$ cat config.mk
export PLATFORM = sky130hd
export DESIGN_NAME = mod100_count_controller
export DESIGN_NICKNAME = d
export VERILOG_FILES = /design/src/rtl/mod100_count_controller_pkg.sv /design/src/rtl/mod100_count_controller_decade.sv /design/src/rtl/mod100_count_controller.sv
export SDC_FILE = /design/constraint.sdc
export NUM_CORES = 1
export LEC_CHECK = 0
export CORE_UTILIZATION = 40
export DETAILED_ROUTE_END_ITERATION = 12
export MAX_ROUTING_LAYER = met4
export PLACE_DENSITY = 0.71
export REMOVE_ABC_BUFFERS = 1
export SYNTH_ARGS = -nofsm -noshare
export SYNTH_HDL_FRONTEND = slang
export SYNTH_SLANG_ARGS = --single-unit
$ cat constraint.sdc
create_clock -name clk -period 6.83 [get_ports clk]
set_clock_uncertainty 0.2 [all_clocks]
set_input_delay 0.683 -clock clk [delete_from_list [all_inputs] [get_ports clk]]
set_output_delay 0.683 -clock clk [all_outputs]
set_load 0.01 [all_outputs]
$ cat src/rtl/mod100_count_controller_pkg.sv
// Shared types and helpers for the two-digit BCD count controller.
package mod100_count_controller_pkg;

  typedef enum logic [1:0] {
    ST_IDLE  = 2'd0,
    ST_RUN   = 2'd1,
    ST_PAUSE = 2'd2,
    ST_DONE  = 2'd3
  } state_t;

  localparam logic [3:0] BCD_MAX_DIGIT = 4'd9;

  typedef logic [7:0] bcd8_t;

  // True when both nibbles are legal decimal digits.
  function automatic logic bcd_valid(input bcd8_t v);
    return (v[7:4] <= BCD_MAX_DIGIT) && (v[3:0] <= BCD_MAX_DIGIT);
  endfunction

  // Two-digit BCD increment with 99 -> 00 rollover.
  function automatic bcd8_t bcd_inc(input bcd8_t v);
    bcd8_t r;
    r = v;
    if (v[3:0] == BCD_MAX_DIGIT) begin
      r[3:0] = 4'd0;
      r[7:4] = (v[7:4] == BCD_MAX_DIGIT) ? 4'd0 : v[7:4] + 4'd1;
    end else begin
      r[3:0] = v[3:0] + 4'd1;
    end
    return r;
  endfunction

endpackage

$ cat src/rtl/mod100_count_controller_decade.sv
// One BCD digit: sync clear, load, enable, carry-out on the 9 -> 0 step.
module bcd_decade_counter
  import mod100_count_controller_pkg::*;
(
  input  logic       clk,
  input  logic       rst,
  input  logic       en,
  input  logic       clr,
  input  logic       ld,
  input  logic [3:0] ld_val,
  output logic [3:0] q,
  output logic       carry
);

  // Carry is combinational so the next digit can step in the same cycle.
  assign carry = en && (q == BCD_MAX_DIGIT);

  // Digit register; clear beats load beats increment.
  always_ff @(posedge clk) begin
    if (rst)       q <= 4'd0;
    else if (clr)  q <= 4'd0;
    else if (ld)   q <= ld_val;
    else if (en)   q <= carry ? 4'd0 : q + 4'd1;
  end

endmodule

$ cat src/rtl/mod100_count_controller.sv
// Command sequencer for a 00-99 BCD up-counter with target match and reload.
//
//   state    | meaning
//   ---------+---------------------------------------------------
//   ST_IDLE  | stopped after reset, clear or load; waits for start
//   ST_RUN   | advances one count per tick
//   ST_PAUSE | stopped by stop; start resumes with count held
//   ST_DONE  | target reached without auto-reload; start restarts at 00
module mod100_count_controller
  import mod100_count_controller_pkg::*;
#(
  parameter logic [7:0] RELOAD_VAL = 8'h00
) (
  input  logic       clk,
  input  logic       rst,
  input  logic       tick,
  input  logic       start,
  input  logic       stop,
  input  logic       clear,
  input  logic       load,
  input  logic [7:0] load_val,
  input  logic [7:0] target,
  input  logic       auto_reload,
  output logic [7:0] count,
  output logic       running,
  output logic       done,
  output logic       wrap,
  output logic       load_err
);

  state_t state, state_n;
  logic   dig_en, dig_clr, dig_ld;
  bcd8_t  dig_ld_val;
  logic   ones_carry, tens_carry;
  logic   done_n, err_n;
  logic   tgt_hit;

  // An invalid target can never equal a legal BCD count, but reject it explicitly.
  assign tgt_hit = bcd_valid(target) && (bcd_inc(count) == target);

  bcd_decade_counter u_ones (
    .clk    (clk),
    .rst    (rst),
    .en     (dig_en),
    .clr    (dig_clr),
    .ld     (dig_ld),
    .ld_val (dig_ld_val[3:0]),
    .q      (count[3:0]),
    .carry  (ones_carry)
  );

  bcd_decade_counter u_tens (
    .clk    (clk),
    .rst    (rst),
    .en     (ones_carry),
    .clr    (dig_clr),
    .ld     (dig_ld),
    .ld_val (dig_ld_val[7:4]),
    .q      (count[7:4]),
    .carry  (tens_carry)
  );

  // State register.
  always_ff @(posedge clk) begin
    if (rst) state <= ST_IDLE;
    else     state <= state_n;
  end

  // Prioritised command decode: clear > load > stop > start > tick.
  // On a reload match the increment enable stays high so the tens carry still
  // flags the 99 -> 00 step; the digit load overrides the increment itself.
  always_comb begin
    state_n    = state;
    dig_en     = 1'b0;
    dig_clr    = 1'b0;
    dig_ld     = 1'b0;
    dig_ld_val = load_val;
    done_n     = 1'b0;
    err_n      = 1'b0;
    if (clear) begin
      dig_clr = 1'b1;
      state_n = ST_IDLE;
    end else if (load) begin
      if (bcd_valid(load_val)) begin
        dig_ld  = 1'b1;
        state_n = ST_IDLE;
      end else begin
        err_n = 1'b1;
      end
    end else if (stop) begin
      if (state == ST_RUN) state_n = ST_PAUSE;
    end else if (start) begin
      if (state == ST_DONE) dig_clr = 1'b1;
      state_n = ST_RUN;
    end else if (tick && (state == ST_RUN)) begin
      dig_en = 1'b1;
      if (tgt_hit) begin
        done_n = 1'b1;
        if (auto_reload) begin
          dig_ld     = 1'b1;
          dig_ld_val = RELOAD_VAL;
        end else begin
          state_n = ST_DONE;
        end
      end
    end
  end

  // Event pulse registers.
  always_ff @(posedge clk) begin
    if (rst) begin
      done     <= 1'b0;
      wrap     <= 1'b0;
      load_err <= 1'b0;
    end else begin
      done     <= done_n;
      wrap     <= tens_carry;
      load_err <= err_n;
    end
  end

  assign running = (state == ST_RUN);

endmodule

* After elaboration in Yosys (flattened, before gate mapping)
Index checks and enable logic that the tools add are counted.
** Cells by class
- Multiplexer cells :: 44
- Eq/ne operators :: 8
- Add/sub/neg operators :: 2
- Magnitude comparators :: 4
- Bitwise gates (word level) :: 2
- Reduce and logical (&&, ||, !) cells :: 15
** Operators with widths (number)
- 8-bit two-way mux :: 7
- 4-bit two-way mux :: 9
- 1-bit two-way mux :: 20
- 4-bit less-or-equal comparator (second input constant) :: 4
- 2-bit two-way mux :: 8
- 4-bit by 1-bit adder with 4-bit output (second input constant) :: 2
- 4-bit equality test (second input constant) :: 2
- 8-bit equality test :: 1
- 4-bit nonzero test :: 2
- 1-bit logical AND :: 6
- 6-bit OR reduction :: 1
- 5-bit AND reduction :: 1
- 4-bit != test (second input constant) :: 1
- 2-bit nonzero test :: 2
- 2-bit OR reduction :: 2
- 3-bit by 1-bit != test with 1-bit output (second input constant) :: 1
- 3-bit OR reduction :: 1
- 2-bit by 1-bit equality test with 1-bit output (second input constant) :: 1
- 2-bit equality test (second input constant) :: 1
- 2-bit by 1-bit != test with 1-bit output (second input constant) :: 1
- 1-bit NOT :: 2
** Storage, ports and cells
- Logic and storage cells :: 81
- Register bits :: 13
- Input port bits :: 24
- Output and inout bits :: 12

* Longest topological paths before layout
Gate-level depths: netlist of run 1.
- Word-level depth :: 12
- Gate-level depth with buffers :: 9
- Depth with buffers taken out :: 8

* By module
Synthesis of run 1 repeated with hierarchy kept, for this count alone.
** Unflattened totals
- Cell total of the unflattened synthesis :: 155
- Area, all modules :: 1224.9 µm²
** By module, submodules not included
- mod100_count_controller :: area an instance 669.4 µm², cells an instance 91, instances 1
- bcd_decade_counter :: area an instance 277.8 µm², cells an instance 32, instances 2

* Least setup slack after synthesis of run 1
OpenSTA, ideal clock, no wires.
- Path type :: reg2reg
- From :: reg u_ones.q[0]
- To :: reg u_ones.q[3]
- Path slack :: 4.329 ns
- Stages on the path, launching flop included :: 9
- Data arrival time :: 2.184 ns
- Data required time :: 6.513 ns
- Cells stage by stage :: dfxtp_1 -> ha_1 -> and3b_1 -> buf_4 -> nor2_2 -> or4_4 -> a21oi_4 -> nand4_4 -> a32o_1
** On the way
- Cells in the longest elaborated chain, start to end :: 11
- Elaborated cells on any way between the ends :: 23
** Ends and longest elaborated chain
- start: declaration :: RTL line mod100_count_controller_decade.sv:11 : output logic [3:0] q,
- start signal: assignment :: RTL line mod100_count_controller_decade.sv:22 : else if (ld) q <= ld_val;
- start signal: assignment :: RTL line mod100_count_controller_decade.sv:23 : else if (en) q <= carry ? 4'd0 : q + 4'd1;
- 4-bit by 1-bit adder with 4-bit output / 4-bit equality test (equally long branches)
- 4-bit two-way mux :: RTL line mod100_count_controller_pkg.sv:24 : if (v[3:0] == BCD_MAX_DIGIT) begin
- 8-bit equality test :: RTL line mod100_count_controller.sv:39 : assign tgt_hit = bcd_valid(target) && (bcd_inc(count) == target);
- 1-bit logical AND :: RTL line mod100_count_controller.sv:39
- 8-bit two-way mux / 1-bit two-way mux (equally long branches) :: RTL line mod100_count_controller.sv:97 : if (tgt_hit) begin
- 8-bit two-way mux / 1-bit two-way mux (equally long branches) :: RTL line mod100_count_controller.sv:95 : end else if (tick && (state == ST_RUN)) begin
- 8-bit two-way mux / 1-bit two-way mux (equally long branches) :: RTL line mod100_count_controller.sv:92 : end else if (start) begin
- 8-bit two-way mux / 1-bit two-way mux (equally long branches) :: RTL line mod100_count_controller.sv:90 : end else if (stop) begin
- 8-bit two-way mux / 1-bit two-way mux (equally long branches) :: RTL line mod100_count_controller.sv:83 : end else if (load) begin
- 8-bit two-way mux / 1-bit two-way mux (equally long branches) :: RTL line mod100_count_controller.sv:80 : if (clear) begin
- 4-bit two-way mux / 2-bit nonzero test (equally long branches)
Parallel ways exist; a longest one is shown, timed or not. The select of a mux whose other input is x is not followed.
A chain may end at the register's enable or synchronous reset.

* Worst setup path in the final report of run 1
Same ends and word-level chain as after synthesis.

==> results.json, run 1 <==
{
  "hold_end": "state[1]",
  "synth_cell_types": 51,
  "grt_max_degree": 11,
  "synthMuxAreaShare": 0.05481,
  "r2r_end": "u_ones.q[3]",
  "ant_nets": 0,
  "max_freq_mhz": 359.4,
  "synth_top_family_by_area": "simple AND/OR/NAND/NOR gates",
  "maxCapViolations": 0,
  "synth.area.top_cells": "dfxtp_1, a32o_1, ha_1",
  "synthToLayoutAreaGrowth_pct": 35.68,
  "required_ns": 6.81,
  "fin_crit_ns": 2.782,
  "ys_warn_count": 0,
  "start_util": 0.4357,
  "cts_buffers": 3,
  "synth_edf_count": 0,
  "fillCellCount": 227,
  "min_from": "state[1]",
  "hold_violations": 0,
  "wirelength_um": 3047,
  "outcome": "complete, no violations",
  "die_x_um": 54.88,
  "ys_seq_elements": 13,
  "tns_ns": 0,
  "gp_congestion": 0.8523,
  "place_hpwl_um": 2430,
  "r2r_start": "u_ones.q[0]",
  "crit_chain": "ha_1 > and3b_1 > nor2_2 > or4_4 > a21oi_4 > nand4_4 > a32o_1",
  "met1_usage": 0.2733,
  "core_area_sq_um": 2567,
  "num_antenna_cells": 0,
  "drv_slew": 0,
  "yosysTopAreaCellShare": 0.2327,
  "min_delay_path_depth": 2,
  "cts_tree": "yes",
  "num_rows": 18,
  "root_buffer": "clkbuf_4",
  "synthTopCellsByCount": "dfxtp_1, nor3_1, inv_1",
  "drtIter0Drc": 30,
  "numPortBuffers": 35,
  "crit_buf_inv": 0,
  "arrival_ns": 2.76,
  "post-route-period-util": 0.4073,
  "numClockSinks": 13,
  "wl_per_cell_um": 15.31,
  "vdd_drop_max_uv": 94.49,
  "max_slew_margin": 0.6495,
  "start_kind": "register",
  "end_kind": "register",
  "drt_drc_violations_left": 0,
  "seq_area_frac_synth": 0.2327,
  "cts.htree.levels": 1,
  "crit_family": "simple AND/OR/NAND/NOR gates",
  "synth_compound_area_frac": 0.2595,
  "tightest_slew_ns": 0.5247,
  "synth_cells": 133,
  "final-seq-area_sq_um": 260.3,
  "use_met2": 0.3956,
  "cp.depth": 7,
  "layout-drive-gt1-share": 0.08876,
  "leakage_uw": 0.0005497,
  "clock_latency_ns": 0.28,
  "antenna_found_initial": 0,
  "synth_top_cell_by_area": "dfxtp_1",
  "clk_pin_slew_worst_paths_ns": 0.08,
  "dr.pass1.iters": 4,
  "cts.repair.resized": 0,
  "die_height_um": 54.88,
  "avgSynthCellArea_sq_um": 8.410,
  "overflow": 0,
  "grt_use_met3": 0.05000,
  "viasPerCell": 5.915,
  "die-area_sq_um": 3012,
  "cts.hold.buffers_added": 0,
  "grtUsageTotal": 0.2296,
  "yosysMostFrequentCell": "dfxtp_1",
  "synthXorXnorAreaFrac": 0.03132,
  "multi_input_area_sq_um": 813.3,
  "worstSetupPathType": "register to register",
  "crit_path_top_delay_cell": "dfxtp_1",
  "gr-max-usage-layer": "met2",
  "async_reset_ff_frac": 0,
  "synthSimpleGateAreaFrac": 0.3367,
  "r2r.worst_path.cells": 7,
  "nNetsFinal": 198,
  "max_stage_delay_ns": 0.52,
  "rsz0062_at_grt": "false",
  "synth_fa_ha_area_frac": 0.04474,
  "clockBufferDepth": 2,
  "grt_pass1_wl_um": 4733,
  "finalSetupViolations": 0,
  "synth_ff_type": "dfxtp_1",
  "pin_count": 36,
  "hp-class": "register to register",
  "via_count": 1177,
  "synth_area_sq_um": 1119,
  "ff2ff_setup_slack_ns": 4.05,
  "powerDensity_nw_per_um2": 108.9,
  "fin_util": 0.5911,
  "grt_pass1_vias": 1078,
  "path_max_fanout": 10,
  "cts_setup_buffers": 0
}
[final cells by class]
| type | count | share of cell area |
|---|---|---|
| repair buffers | 35 | 0.2308 |
| multi-input cells | 109 | 0.5359 |
| clock buffers | 4 | 0.01731 |
| flip-flops and latches | 13 | 0.1715 |
| well taps | 30 | 0.02473 |
| inverters | 8 | 0.01979 |
[per-layer routing]
| metal | part of all wire | wire, um |
|---|---|---|
| met1 | 0.45 | 1385 |
| met3 | 0.056 | 171 |
| met2 | 0.49 | 1479 |
| met5 | 0 | 0 |
| met4 | 0.0039 | 12 |
[sequential cells by signal, summed over array words and instances (netlist names)]
register / count
done: 1
wrap: 1
state: 2
load_err: 1
u_ones.q: 4
u_tens.q: 4
[power by group]
part           internal [uW]  switching, uW  total (uW)
sequential              76.7           1.36        78.1
clock                   22.7           26.3        49.0
combinational           21.8           16.4        38.2
[placed cells by master, fill, tap and decap left out, types with 2 or more instances in the layout]
master,instances
nand2_1,7
a21o_1,2
o21ai_0,7
ha_1,4
dfxtp_1,13
o31ai_1,2
clkdlybuf4s50_1,35
nand3_1,4
inv_1,8
nor2_1,7
xnor2_1,4
clkbuf_4,3
or3_1,4
nand3b_1,2
nor3_1,10
or2_1,2
nand4b_1,3
and2_1,2
or2_2,2
a21oi_1,4
a32o_1,7
mux2i_1,5
nand2b_1,3
[worst max-delay path by stage]
stage,start,endpoint
3_3_place_gp,start,u_tens.q[1]
4_1_cts,u_ones.q[0],u_ones.q[3]
5_1_grt,u_ones.q[0],u_ones.q[3]
6_report,u_ones.q[0],u_ones.q[3]
3_5_place_dp,start,u_tens.q[3]
2_1_floorplan,u_ones.q[0],u_ones.q[3]
[cells by family after synthesis]
kind of cell,Yosys count
AND/OR/NAND/NOR,60
AO/OA/AOI/OAI,35
flip-flops,13
buffers and inverters,11
multiplexers,6
XOR/XNOR,4
adder cells (fa/ha/maj),4
[worst reg2reg max path: cells and delay by family, from the launching register on]
kind | cells | cell delay [ns]
compound gates | 2 | 0.50
fa+ha+maj | 1 | 0.33
flops | 1 | 0.52
simple gates | 4 | 1.13
[per-stage QoR]
step	power [uW]	hold slack [ns]	setup WS [ns]	instances	area (sq um)
final	165.2	0.3644	4.048	199	1518
after global routing	173.2	0.4032	3.919	199	1518
after CTS	167.6	0.3542	4.038	199	1518
after detailed placement	117.6	0.3369	3.837	195	1491
after global placement	116.8	0.3448	3.901	195	1491
after floorplan	96.37	0.2968	4.318	130	1104
No activity file was read; power rests on OpenSTA's default activity.
==> inputs of run 2 (changes only) <==
--- a/config.mk
+++ b/config.mk
@@ -8,7 +8,7 @@
 export CORE_UTILIZATION = 40
 export DETAILED_ROUTE_END_ITERATION = 12
 export MAX_ROUTING_LAYER = met4
-export PLACE_DENSITY = 0.71
+export PLACE_DENSITY = 0.74
 export REMOVE_ABC_BUFFERS = 1
 export SYNTH_ARGS = -nofsm -noshare
 export SYNTH_HDL_FRONTEND = slang
==> constraint.sdc (replaced) <==
create_clock -name clk -period 2.4 [get_ports clk]
set_clock_uncertainty 0.2 [all_clocks]
set_input_delay 0.24 -clock clk [delete_from_list [all_inputs] [get_ports clk]]
set_output_delay 0.24 -clock clk [all_outputs]
set_load 0.01 [all_outputs]
==> run 2 against run 1 <==
Net effect: utilization is 7.4 points higher; design area is 13% higher; non-clock buffer count is 18 higher; sequential share of layout area is 1.7 points lower; first-iteration DRC count is 37% higher; critical path type unchanged; maximum frequency is 18% higher; largest power group unchanged; cell count is 9.0% higher; setup slack worse by 4.0 ns.
==> results.json, run 2 (same netlist as run 1, synthesis figures left out) <==
{
  "wirelength_um": 3233,
  "grt_pass1_vias": 1212,
  "rsz0062_at_grt": "true",
  "hold_violations": 0,
  "leakage_uw": 0.0006450,
  "numClockSinks": 13,
  "outcome": "complete, no violations",
  "postPlaceCellArea_sq_um": 1612,
  "drt_drc_violations_left": 0,
  "final_cell_mix": "clkdlybuf4s50_1, buf_4, nor3_1, dfxtp_1",
  "arrival_ns": 2.33,
  "crit_family": "simple AND/OR/NAND/NOR gates",
  "gp_congestion": 0.8356,
  "numPortBuffers": 35,
  "place_hpwl_um": 2501,
  "end_kind": "register",
  "worstSetupPathType": "register to register",
  "p_total_uw": 487.2,
  "pin_count": 36,
  "fin_crit_ns": 2.358,
  "overflow": 0,
  "core_area_sq_um": 2567,
  "finalSetupViolations": 0,
  "die_height_um": 54.88,
  "maxCapViolations": 0,
  "tightest_slew_ns": 0.5018,
  "timing.hold.ws_ns": 0.3292,
  "num_antenna_cells": 0,
  "synthToLayoutAreaGrowth_pct": 52.68,
  "max_slew_margin": 0.6626,
  "layout-drive-gt1-share": 0.2513,
  "drtIter0Drc": 41,
  "dp_slack_ns": -0.02885,
  "start_kind": "register",
  "grt_pass1_wl_um": 5161,
  "antenna_found_initial": 0,
  "setup_slack_ns": 0.04206,
  "crit_chain": "inv_2 > ha_4 > and3b_2 > nor2_2 > or4_4 > a21oi_4 > nand4_4 > a32o_1",
  "post-route-period-util": 0.9825,
  "clock_latency_ns": 0.29,
  "die_x_um": 54.88,
  "required_ns": 2.37,
  "max_freq_mhz": 424.1,
  "cts_tree": "yes",
  "wl_per_cell_um": 14.90,
  "fin_util": 0.6652,
  "path_max_fanout": 8,
  "cts.htree.levels": 1,
  "nNetsFinal": 216,
  "die-area_sq_um": 3012,
  "powerDensity_nw_per_um2": 285.3,
  "root_buffer": "clkbuf_4",
  "crit_buf_inv": 1,
  "reg_top3": "u_ones.q x4, u_tens.q x4, state x2",
  "drv_slew": 0,
  "viasPerCell": 5.829,
  "hp-class": "input pin to register",
  "vdd_drop_max_uv": 243.1,
  "start_util": 0.4357,
  "grtUsageTotal": 0.2515,
  "cts_buffers": 3,
  "layout_commonest_cell": "clkdlybuf4s50_1",
  "ant_nets": 0,
  "clockBufferDepth": 2,
  "num_rows": 18,
  "grt_max_degree": 10,
  "crit_path_top_delay_cell": "or4_4",
  "dr.pass1.iters": 4,
  "via_count": 1265,
  "stdcell_area_sq_um": 1708,
  "max_stage_delay_ns": 0.50,
  "clk_pin_slew_worst_paths_ns": 0.10
}
[run 2: layout make-up]
class,count,area [sq um]
inverter,8,30.03
sequential,13,264.0
clock inverter,1,5.005
multi-input combinational,109,863.3
fill,228,859.6
clock buffer,3,22.52
timing repair buffer,53,485.5
tap,30,37.54
[run 2: layer usage]
layer | vias up | global-route usage | share of wire
li1 | 620 | - | -
met1 | 597 | 0.3148 | 0.46
met2 | 42 | 0.4197 | 0.48
met3 | 6 | 0.03333 | 0.048
met4 | 0 | 0.06410 | 0.0074
met5 | - | - | 0
[run 2: stage by stage]
step | instances | setup TNS, ns
floorplan | 130 | -0.6843
global placement | 211 | 0
detailed placement | 211 | -0.04599
CTS | 215 | 0
global route | 217 | -0.05326
finish | 217 | 0
[run 2: path summary, 6_finish.rpt]
path | from | slack (ns) | endpoint | depth (start not counted)
worst min register to register | state[0] | 0.35 | state[0] | 2
worst min-delay path | rst | 0.33 | wrap | 2
worst max register to register | u_ones.q[1] | 0.04 | u_tens.q[3] | 8
worst max-delay path | u_ones.q[1] | 0.04 | u_tens.q[3] | 8
[run 2: what timing repair did]
action | in CTS | in global routing
setup buffers | 0 | 2
hold buffers | 0 | 0
resized for setup | 1 | 14
pin swaps | 0 | 6
endpoints found under the setup margin | 7 | 9
gates cloned | 0 | 0
[run 2: power by group]
part,internal (uW),total (uW),leakage (uW),switching [uW]
Clock,61.9,144,0.0000177,82.4
Sequential,218,221,0.000107,2.81
Combinational,71.1,122,0.000521,50.6
==> inputs of run 3 (changes only) <==
--- a/config.mk
+++ b/config.mk
@@ -5,6 +5,7 @@
 export SDC_FILE = /design/constraint.sdc
 export NUM_CORES = 1
 export LEC_CHECK = 0
+export ABC_CLOCK_PERIOD_IN_PS = 2400
 export CORE_UTILIZATION = 40
 export DETAILED_ROUTE_END_ITERATION = 12
 export MAX_ROUTING_LAYER = met4
==> results of run 3 <==
No change in the layout: final DEF, timing and power equal those of run 2.
